[src/rtl/bus_arbiter_2to1_pkg.sv]
// bus_arbiter_2to1_pkg: state encodings and owner identifiers shared by the arbiter files.
package bus_arbiter_2to1_pkg;

    typedef enum logic [1:0] {
        ST_IDLE  = 2'd0,
        ST_OWN_A = 2'd1,
        ST_OWN_B = 2'd2
    } arb_state_e;

    localparam logic OWNER_A = 1'b0;
    localparam logic OWNER_B = 1'b1;

    localparam int HOLD_W = 4;

endpackage

[src/rtl/bus_arbiter_2to1_mux.sv]
// bus_arbiter_2to1_mux: the team's 8-bit 2:1 mux cell; sel_i=0 picks a_i, sel_i=1 picks b_i.
module bus_arbiter_2to1_mux (
    input  logic [7:0] a_i,
    input  logic [7:0] b_i,
    input  logic       sel_i,
    output logic [7:0] y_o
);

    assign y_o = sel_i ? b_i : a_i;

endmodule

[src/rtl/bus_arbiter_2to1.sv]
// bus_arbiter_2to1: round-robin arbiter sharing one bus between requesters A and B,
// with registered grants and a bounded hold time while the other side waits.
module bus_arbiter_2to1
    import bus_arbiter_2to1_pkg::*;
#(
    parameter int DATA_W   = 8,
    parameter int MAX_HOLD = 4
) (
    input  logic              clk,
    input  logic              rst,
    input  logic              req_a,
    input  logic              req_b,
    input  logic [DATA_W-1:0] data_a,
    input  logic [DATA_W-1:0] data_b,
    output logic              gnt_a,
    output logic              gnt_b,
    output logic              select,
    output logic [DATA_W-1:0] bus_data,
    output logic              bus_valid,
    output logic              last_owner
);

    localparam logic [HOLD_W-1:0] HOLD_MAX = HOLD_W'(MAX_HOLD);

    arb_state_e        state_q, state_d;
    logic [HOLD_W-1:0] hold_q, hold_d;
    logic              sel_q, sel_d;
    logic              last_q, last_d;

    always_ff @(posedge clk) begin
        if (rst) begin
            state_q <= ST_IDLE;
            hold_q  <= '0;
            sel_q   <= OWNER_A;
            last_q  <= OWNER_B;
        end else begin
            state_q <= state_d;
            hold_q  <= hold_d;
            sel_q   <= sel_d;
            last_q  <= last_d;
        end
    end

    always_comb begin
        state_d = state_q;
        hold_d  = hold_q;
        sel_d   = sel_q;
        last_d  = last_q;
        case (state_q)
            ST_OWN_A: state_d = !req_a ? (req_b ? ST_OWN_B : ST_IDLE) :
                                (hold_q == HOLD_MAX && req_b) ? ST_OWN_B : ST_OWN_A;
            ST_OWN_B: state_d = !req_b ? (req_a ? ST_OWN_A : ST_IDLE) :
                                (hold_q == HOLD_MAX && req_a) ? ST_OWN_A : ST_OWN_B;
            default:  state_d = (req_a && req_b) ? (last_q == OWNER_B ? ST_OWN_A : ST_OWN_B) :
                                req_a ? ST_OWN_A : req_b ? ST_OWN_B : ST_IDLE;
        endcase
        // Any change of owner is a fresh grant entry: restart the hold count and steer the mux.
        if (state_d == ST_IDLE) begin
            hold_d = '0;
        end else if (state_d != state_q) begin
            hold_d = HOLD_W'(1);
            sel_d  = (state_d == ST_OWN_B) ? OWNER_B : OWNER_A;
            last_d = sel_d;
        end else begin
            hold_d = (hold_q == HOLD_MAX) ? hold_q : hold_q + HOLD_W'(1);
        end
    end

    assign gnt_a      = (state_q == ST_OWN_A);
    assign gnt_b      = (state_q == ST_OWN_B);
    assign bus_valid  = gnt_a | gnt_b;
    assign select     = sel_q;
    assign last_owner = last_q;

    generate
        if (DATA_W == 8) begin : g_cell
            bus_arbiter_2to1_mux u_mux (
                .a_i  (data_a),
                .b_i  (data_b),
                .sel_i(sel_q),
                .y_o  (bus_data)
            );
        end else begin : g_wide
            assign bus_data = sel_q ? data_b : data_a;
        end
    endgenerate

endmodule

[config.mk]
export PLATFORM = sky130hd
export DESIGN_NAME = bus_arbiter_2to1
export DESIGN_NICKNAME = d
export VERILOG_FILES = /design/src/rtl/bus_arbiter_2to1_pkg.sv /design/src/rtl/bus_arbiter_2to1_mux.sv /design/src/rtl/bus_arbiter_2to1.sv
export SDC_FILE = /design/constraint.sdc
export NUM_CORES = 1
export LEC_CHECK = 0
export BUFFER_PORTS_ARGS = -buffer_cell sky130_fd_sc_hd__clkbuf_2
export CAP_MARGIN = 20
export CORE_ASPECT_RATIO = 1.4
export CORE_MARGIN = 1.5
export CORE_UTILIZATION = 30
export CTS_CLUSTER_SIZE = 40
export DETAILED_ROUTE_END_ITERATION = 10
export PLACE_DENSITY = 0.61
export SLEW_MARGIN = 0
export SYNTH_ARGS = -nofsm -noshare
export SYNTH_HDL_FRONTEND = slang
export SYNTH_HIERARCHICAL = 1
export SYNTH_SLANG_ARGS = --single-unit
[constraint.sdc]
create_clock -name clk -period 2.2 [get_ports clk]
set_input_delay 0.44 -clock clk [delete_from_list [all_inputs] [get_ports clk]]
set_output_delay 0.44 -clock clk [all_outputs]
set_load 0.01 [all_outputs]
==> results of run 1 <==
metrics by stage:
stage          instances  setup WS [ns]  utilization  total power [mW]  area (um^2)
2_1_floorplan         82        0.02065            -            0.4042        754.5
3_3_place_gp         152         0.1270       0.4150            0.5111        992.2
3_5_place_dp         152        0.04555       0.4150            0.5192        992.2
4_1_cts              155        0.03489       0.4244            0.6377         1015
5_1_grt              155       0.005489       0.4338            0.6986         1037
6_report             155         0.1062       0.4338            0.6491         1037
synthesized netlist by cell type, drive strengths merged (2+ instances only):
master   count
nor4         3
dfxtp        8
a21oi        4
mux2         9
nand3        5
inv          7
clkbuf       2
nor3         4
nand2        4
and3         2
or3          2
a211oi       2
nor3b        2
nor2         4
xnor2        2
buf          2
a221oi       2
ha           4
o2111ai      2
routing by layer:
layer / vias up / routed length, um
li1: 395 / -
met1: 377 / 705
met2: 20 / 1135
met3: 4 / 65
met4: 0 / 32
met5: - / 0
critical path: cells and delay by family, from the launching register on:
kind / cells / cell delay (ns)
AND/OR/NAND/NOR: 4 / 1.09
buffers and inverters: 1 / 0.15
adder cells (fa/ha/maj): 1 / 0.22
flip-flops: 1 / 0.30
AO/OA/AOI/OAI: 1 / 0.25
cell families (layout without fill, tap and decap cells):
kind of cell / after synthesis / after routing / synth area share
AOI/OAI and AO/OA: 15 / 15 / 0.1519
xor gates and xnor gates: 2 / 2 / 0.02338
adders and majority gates: 4 / 4 / 0.06678
DFF: 8 / 8 / 0.2137
and+or+nand+nor: 32 / 32 / 0.2871
buffers and inverters: 11 / 50 / 0.06844
muxes: 10 / 10 / 0.1887
power by group through the flow:
stage	Sequential [mW]	Combinational [mW]	Clock [mW]
2_1_floorplan	0.185	0.220	0
3_3_place_gp	0.191	0.320	0
3_5_place_dp	0.194	0.326	0
4_1_cts	0.190	0.327	0.120
5_1_grt	0.195	0.370	0.133
6_report	0.193	0.338	0.118
registers in the layout (all words and copies together), names as in the netlist:
name,cells
hold_q,4
state_q,2
last_owner,1
select,1
path summary, 6_finish.rpt:
kind | start | cells after the start | end
worst min-delay path | rst | 2 | hold_q[2]$_SDFFE_PP0P_
worst max register to register | state_q[0]$_SDFF_PP0_ | 7 | hold_q[2]$_SDFFE_PP0P_
worst min register to register | hold_q[3]$_SDFFE_PP0P_ | 2 | hold_q[3]$_SDFFE_PP0P_
worst max-delay path | state_q[0]$_SDFF_PP0_ | 7 | hold_q[2]$_SDFFE_PP0P_
area by class of cell:
type / instances / area [um^2] / area share
clock buffers: 3 / 22.52 / 0.02171
inverters: 7 / 26.28 / 0.02533
multi-input cells: 63 / 564.3 / 0.5440
well taps: 34 / 42.54 / 0.04101
flip-flops and latches: 8 / 161.4 / 0.1556
repair buffers: 40 / 220.2 / 0.2123
==> key figures, run 1 <==
Detailed routing
  • DRC: 0
  • Antenna-violating nets left: 0
  • Starting DRT DRC Count: 15
  • Via/cell ratio: 5.135
  • DR pass1 iterations: 4
  • WL/cell: 12.51 um
  • Via count: 796
  • Routed WL: 1939 um

Status
  • Outcome: finished clean

Pwr
  • Flop pwr share: 0.297
  • Switching Share: 0.3855
  • Combinational power share: 0.521
  • Psw: 250.2 uW
  • Static leakage: 0.4830 nW
  • Peak supply drop: 0.0004429 V
  • Power density cells: 625.8 mW/mm^2
  • Clock power share: 0.182
  • Internal Dissipation: 398.9 uW

Logic synthesis
  • Post-synth top flop: dfxtp_1
  • Top cell type by total area after synthesis: dfxtp_1
  • Post-synth top area share: 0.2137
  • Sequential cell area fraction in the yosys report: 0.2137
  • Synth Cell Area: 749.5 um^2
  • Number of synthesized flops with an enable pin: 0
  • Top post-synthesis cells by area: dfxtp_1 (21%), mux2_4 (16%), ha_1 (6.7%), inv_1 (3.5%), nand3_1 (3.3%)
  • Cell count after synthesis: 82
  • Mapped Avg Cell Area: 9.140 um^2
  • Post-synthesis register bit count: 8
  • Synth Net Count: 106
  • FFs w/ async S/R, synth: 0
  • Synth Warn #: 6
  • Post-synthesis cell type count: 36

Critical path
  • CP Launch Type: flip-flop
  • CP Max Fanout: 6
  • Critical path's slowest cell: or4_4
  • Worst Path Arrival: 2.27 ns
  • CP peak stage delay: 0.49 ns
  • Crit-path cells: buf_4 -> ha_2 -> or3_1 -> nand3_1 -> nor3_2 -> or4_4 -> a221oi_2
  • CP Capture Type: flip-flop
  • WS Path Type: reg -> reg
  • CP Data Required Time: 2.38 ns
  • R2R setup slack: 0.11 ns

CTS
  • Worst skew pair latency: 0.26 ns
  • Clock root cell: clkbuf_4
  • Clock Sinks: 8
  • Clock buffer depth: 2
  • CTS Hold Bufs: 0
  • H-tree levels: 1
  • Post-CTS sizing: 0
  • Cts bufs inserted: 3
  • CTS tree: yes
  • Post-CTS setup buffer count: 0
  • Clock-pin slew on the worst setup and hold paths: 0.06 ns

Timing
  • F_max: 477.6 MHz
  • Post-route setup TNS: 0 ns
  • Final Cycle Share: 0.9517
  • Worst-margin pin slew: 0.5825 ns
  • Max-slew violations: 0
  • RSZ-0062 raised after global routing: no
  • Minimum clock period: 2.094 ns
  • WHS: 0.4850 ns
  • # setup viols final: 0
  • Final Hold Viols: 0
  • Clk_skew: 0.009925 ns
  • Rel. slew slack: 0.6111

Floorplanning
  • Die width: 45.24 um
  • Ports: 33
  • Row cnt: 21
  • CORE AREA: 0.002391 mm^2
  • Die area: 0.002811 mm^2
  • Die height: 62.14 um
  • Starting Density: 0.3134

Global route
  • GRT Resource Usage Total: 0.1481
  • Vias in the first global route: 769
  • M1 GR Usage: 0.1637
  • Largest net degree at the start of global routing: 12
  • Grt ovf: 0
  • First-pass GRT wire length: 3236 um
  • Busiest layer in global routing: met2
  • Met2 Use GR: 0.2589
  • M3 GR Usage: 0.02907
  • Initial antenna violation count: 0

Finish
  • Highest-count cells in the layout ignoring fill and taps: clkbuf_2 (32), mux2_4 (8), buf_4 (8)
  • Ant. Diodes: 0
  • Commonest non-fill, non-tap cell in the layout: clkbuf_2
  • NumNets Final: 147
  • Area growth from synthesis to layout: 38.40%
  • Fill count: 239
  • Fraction of layout instances using a drive strength above 1: 0.5124

Placed design
  • Placer Congestion: 0.8485
  • Post-DP HPWL: 1595 um
  • IO Port Bufs: 32

Min path
  • Hold Path Class: in -> reg

Flow run
  • Max Cap Viol: 0
No activity file was read; power rests on OpenSTA's default activity.
==> run 2, diff against run 1 <==
Settings changed: ABC_AREA set to 1, GPL_ROUTABILITY_DRIVEN set to 0, PLACE_DENSITY 0.61 to 0.63.
==> run 2 against run 1 <==
Against the previous run: power is 31% higher; sequential share of layout area grew 3.1 points; via count is 8.8% lower; flip-flop and latch count unchanged; register-to-register slack better by 0.43 ns; design area is 17% lower; largest power group unchanged.
==> key figures, run 2 <==
Status
  • Outcome: finished clean

CTS
  • Clock buffer depth: 2
  • Post-CTS sizing: 0
  • CTS Hold Bufs: 0
  • Cts bufs inserted: 3
  • Clock-pin slew on the worst setup and hold paths: 0.05 ns
  • Worst skew pair latency: 0.25 ns
  • Post-CTS setup buffer count: 0
  • H-tree levels: 1
  • CTS tree: yes
  • Clock root cell: clkbuf_4
  • Clock Sinks: 8

Pwr
  • Combinational power share: 0.607
  • Peak supply drop: 0.0004270 V
  • Psw: 407.6 uW
  • Flop pwr share: 0.263
  • Static leakage: 0.4606 nW
  • Switching Share: 0.4802
  • Power density cells: 990.5 mW/mm^2
  • Clock power share: 0.130
  • Internal Dissipation: 441.3 uW

Timing
  • Max-slew violations: 0
  • Final Worst Setup Slack: 0.4925 ns
  • Final Cycle Share: 0.7762
  • # setup viols final: 0
  • Worst-margin pin slew: 0.3808 ns
  • Rel. slew slack: 0.7458
  • Post-route setup TNS: 0 ns
  • Minimum clock period: 1.708 ns
  • Clk_skew: 0.003537 ns
  • WHS: 0.4501 ns
  • RSZ-0062 raised after global routing: no
  • F_max: 585.6 MHz
  • Final Hold Viols: 0

Min path
  • Min-Delay Path Depth: 2
  • HP Start: rst
  • Hold Path Class: in -> reg
  • WHS Endpoint: state_q[1]$_SDFF_PP0_

Finish
  • Finished Layout Cells: 156
  • Top reg by flops: hold_q
  • Fraction of layout instances using a drive strength above 1: 0.4000
  • Highest-count cells in the layout ignoring fill and taps: nand2_1 (38), clkbuf_2 (32), nor2_1 (8), dfxtp_1 (8), nand3_1 (7)
  • Fill count: 220
  • Max FFs per register: 4
  • Commonest non-fill, non-tap cell in the layout: nand2_1
  • Largest registers: hold_q: 4 flops, state_q: 2 flops
  • Ant. Diodes: 0
  • Area growth from synthesis to layout: 29.98%
  • NumNets Final: 161

Critical path
  • CP Capture Type: primary output
  • CP Max Fanout: 4
  • R2R cell count: 13
  • WS Path Type: reg -> out
  • CP Launch Type: flip-flop
  • Reg-to-reg endpoint: select$_SDFFE_PP0P_
  • CP Data Required Time: 1.76 ns
  • R2R Path Start: hold_q[0]$_SDFFE_PP0P_
  • R2R setup slack: 0.54 ns
  • Worst Path Arrival: 1.27 ns

Detailed routing
  • DR pass1 iterations: 4
  • Antenna-violating nets left: 0
  • Routed WL: 1475 um
  • Via/cell ratio: 4.654
  • M1 WL: 659 um
  • Uppermost layer routed: met4
  • WL/cell: 9.455 um
  • Via count: 726
  • Met2 WL: 760 um
  • Met3 routed WL: 24 um
  • Starting DRT DRC Count: 22
  • DRC: 0

Floorplanning
  • CORE AREA: 0.002021 mm^2
  • Ports: 33
  • Die height: 58.47 um
  • Row cnt: 19
  • Die width: 42.62 um
  • Starting Density: 0.3263
  • Die area: 0.002492 mm^2

Logic synthesis
  • Number of synthesized flops with an enable pin: 0
  • FFs w/ async S/R, synth: 0
  • Sequential cell area fraction in the yosys report: 0.2429
  • Mapped Avg Cell Area: 6.529 um^2
  • Top cells by count, synth: nand2_1 (38), dfxtp_1 (8), nor2_1 (8), nand3_1 (7)
  • Top cell type by total area after synthesis: dfxtp_1
  • Synth Warn #: 6
  • Top post-synthesis cells by area: dfxtp_1 (24%), nand2_1 (22%), nand3_2 (9.1%), ha_1 (7.6%), nand3_1 (5.3%)
  • Synth Net Count: 125
  • Post-synth top area share: 0.2429
  • Synth Cell Area: 659.4 um^2
  • Post-synthesis cell type count: 20
  • Count leader, synth: nand2_1
  • Cell count after synthesis: 101
  • Post-synth top flop: dfxtp_1
  • Post-synthesis register bit count: 8

Placed design
  • Post-DP HPWL: 1265 um
  • Worst slack, placed: 0.5324 ns
  • Placed cell count: 153
  • IO Port Bufs: 32

Global route
  • Largest net degree at the start of global routing: 12
  • First-pass GRT wire length: 2628 um
  • Vias in the first global route: 671
  • Grt ovf: 0
  • GRT Resource Usage Total: 0.1345
  • Initial antenna violation count: 0

Flow run
  • Max Cap Viol: 0
## run 2: changes by cell type in the layout (fill, tap and decap cells not counted), moves of 4 or more
cell,change
nand2_2,+5
mux2_4,-8
buf_4,-8
inv_2,+4
nor2_1,+4
nand3_2,+6
nand2_1,+34
## run 2: worst max path at each step
stage,from,to
after global placement,hold_q[0]$_SDFFE_PP0P_,select$_SDFFE_PP0P_
after detailed placement,hold_q[0]$_SDFFE_PP0P_,select$_SDFFE_PP0P_
after floorplan,state_q[0]$_SDFF_PP0_,last_owner$_SDFFE_PP1P_
final,state_q[0]$_SDFF_PP0_,bus_valid
after CTS,state_q[0]$_SDFF_PP0_,bus_valid
after global routing,hold_q[0]$_SDFFE_PP0P_,select$_SDFFE_PP0P_
## run 2: area by class of cell
type / instances / area (um^2) / share of cell area
multi-input cells: 81 / 445.4 / 0.5197
repair buffers: 32 / 160.2 / 0.1869
inverters: 11 / 42.54 / 0.04964
flip-flops and latches: 8 / 160.2 / 0.1869
well taps: 21 / 26.28 / 0.03066
clock buffers: 3 / 22.52 / 0.02628
## run 2: cell families after synthesis
kind of cell | share of synthesized area
fa+ha+maj | 0.07590
buf+inv | 0.08158
compound gates | 0.08349
xor+xnor | 0.02657
flops | 0.2429
simple gates | 0.4896
## run 2: worst max-delay path, cell delays in order, from the launching register on
cell	delay [ns]
dfxtp_1	0.35
inv_1	0.07
ha_1	0.35
clkinv_2	0.11
clkbuf_2	0.14
## run 2: metal layers
| layer | track usage | vias up |
|---|---|---|
| met4 | 0.08036 | 0 |
| li1 | - | 391 |
| met2 | 0.2251 | 13 |
| met3 | 0.01840 | 4 |
| met5 | 0 | - |
| met1 | 0.1610 | 318 |
## run 2: stage by stage
step           instance area [um^2]  utilization  total power [mW]
2_1_floorplan                 659.4            -            0.6126
3_3_place_gp                  834.6       0.4130            0.7385
3_5_place_dp                  834.6       0.4130            0.7486
4_1_cts                       857.1       0.4241            0.8645
5_1_grt                       857.1       0.4241            0.9449
6_report                      857.1       0.4241            0.8489
## run 2: power groups by stage
stage               sequential (mW)  clock, mW  combinational (mW)
floorplan                     0.215          0               0.398
global placement              0.224          0               0.514
detailed placement            0.227          0               0.522
CTS                           0.224      0.117               0.523
global route                  0.231      0.123               0.591
finish                        0.224      0.110               0.515
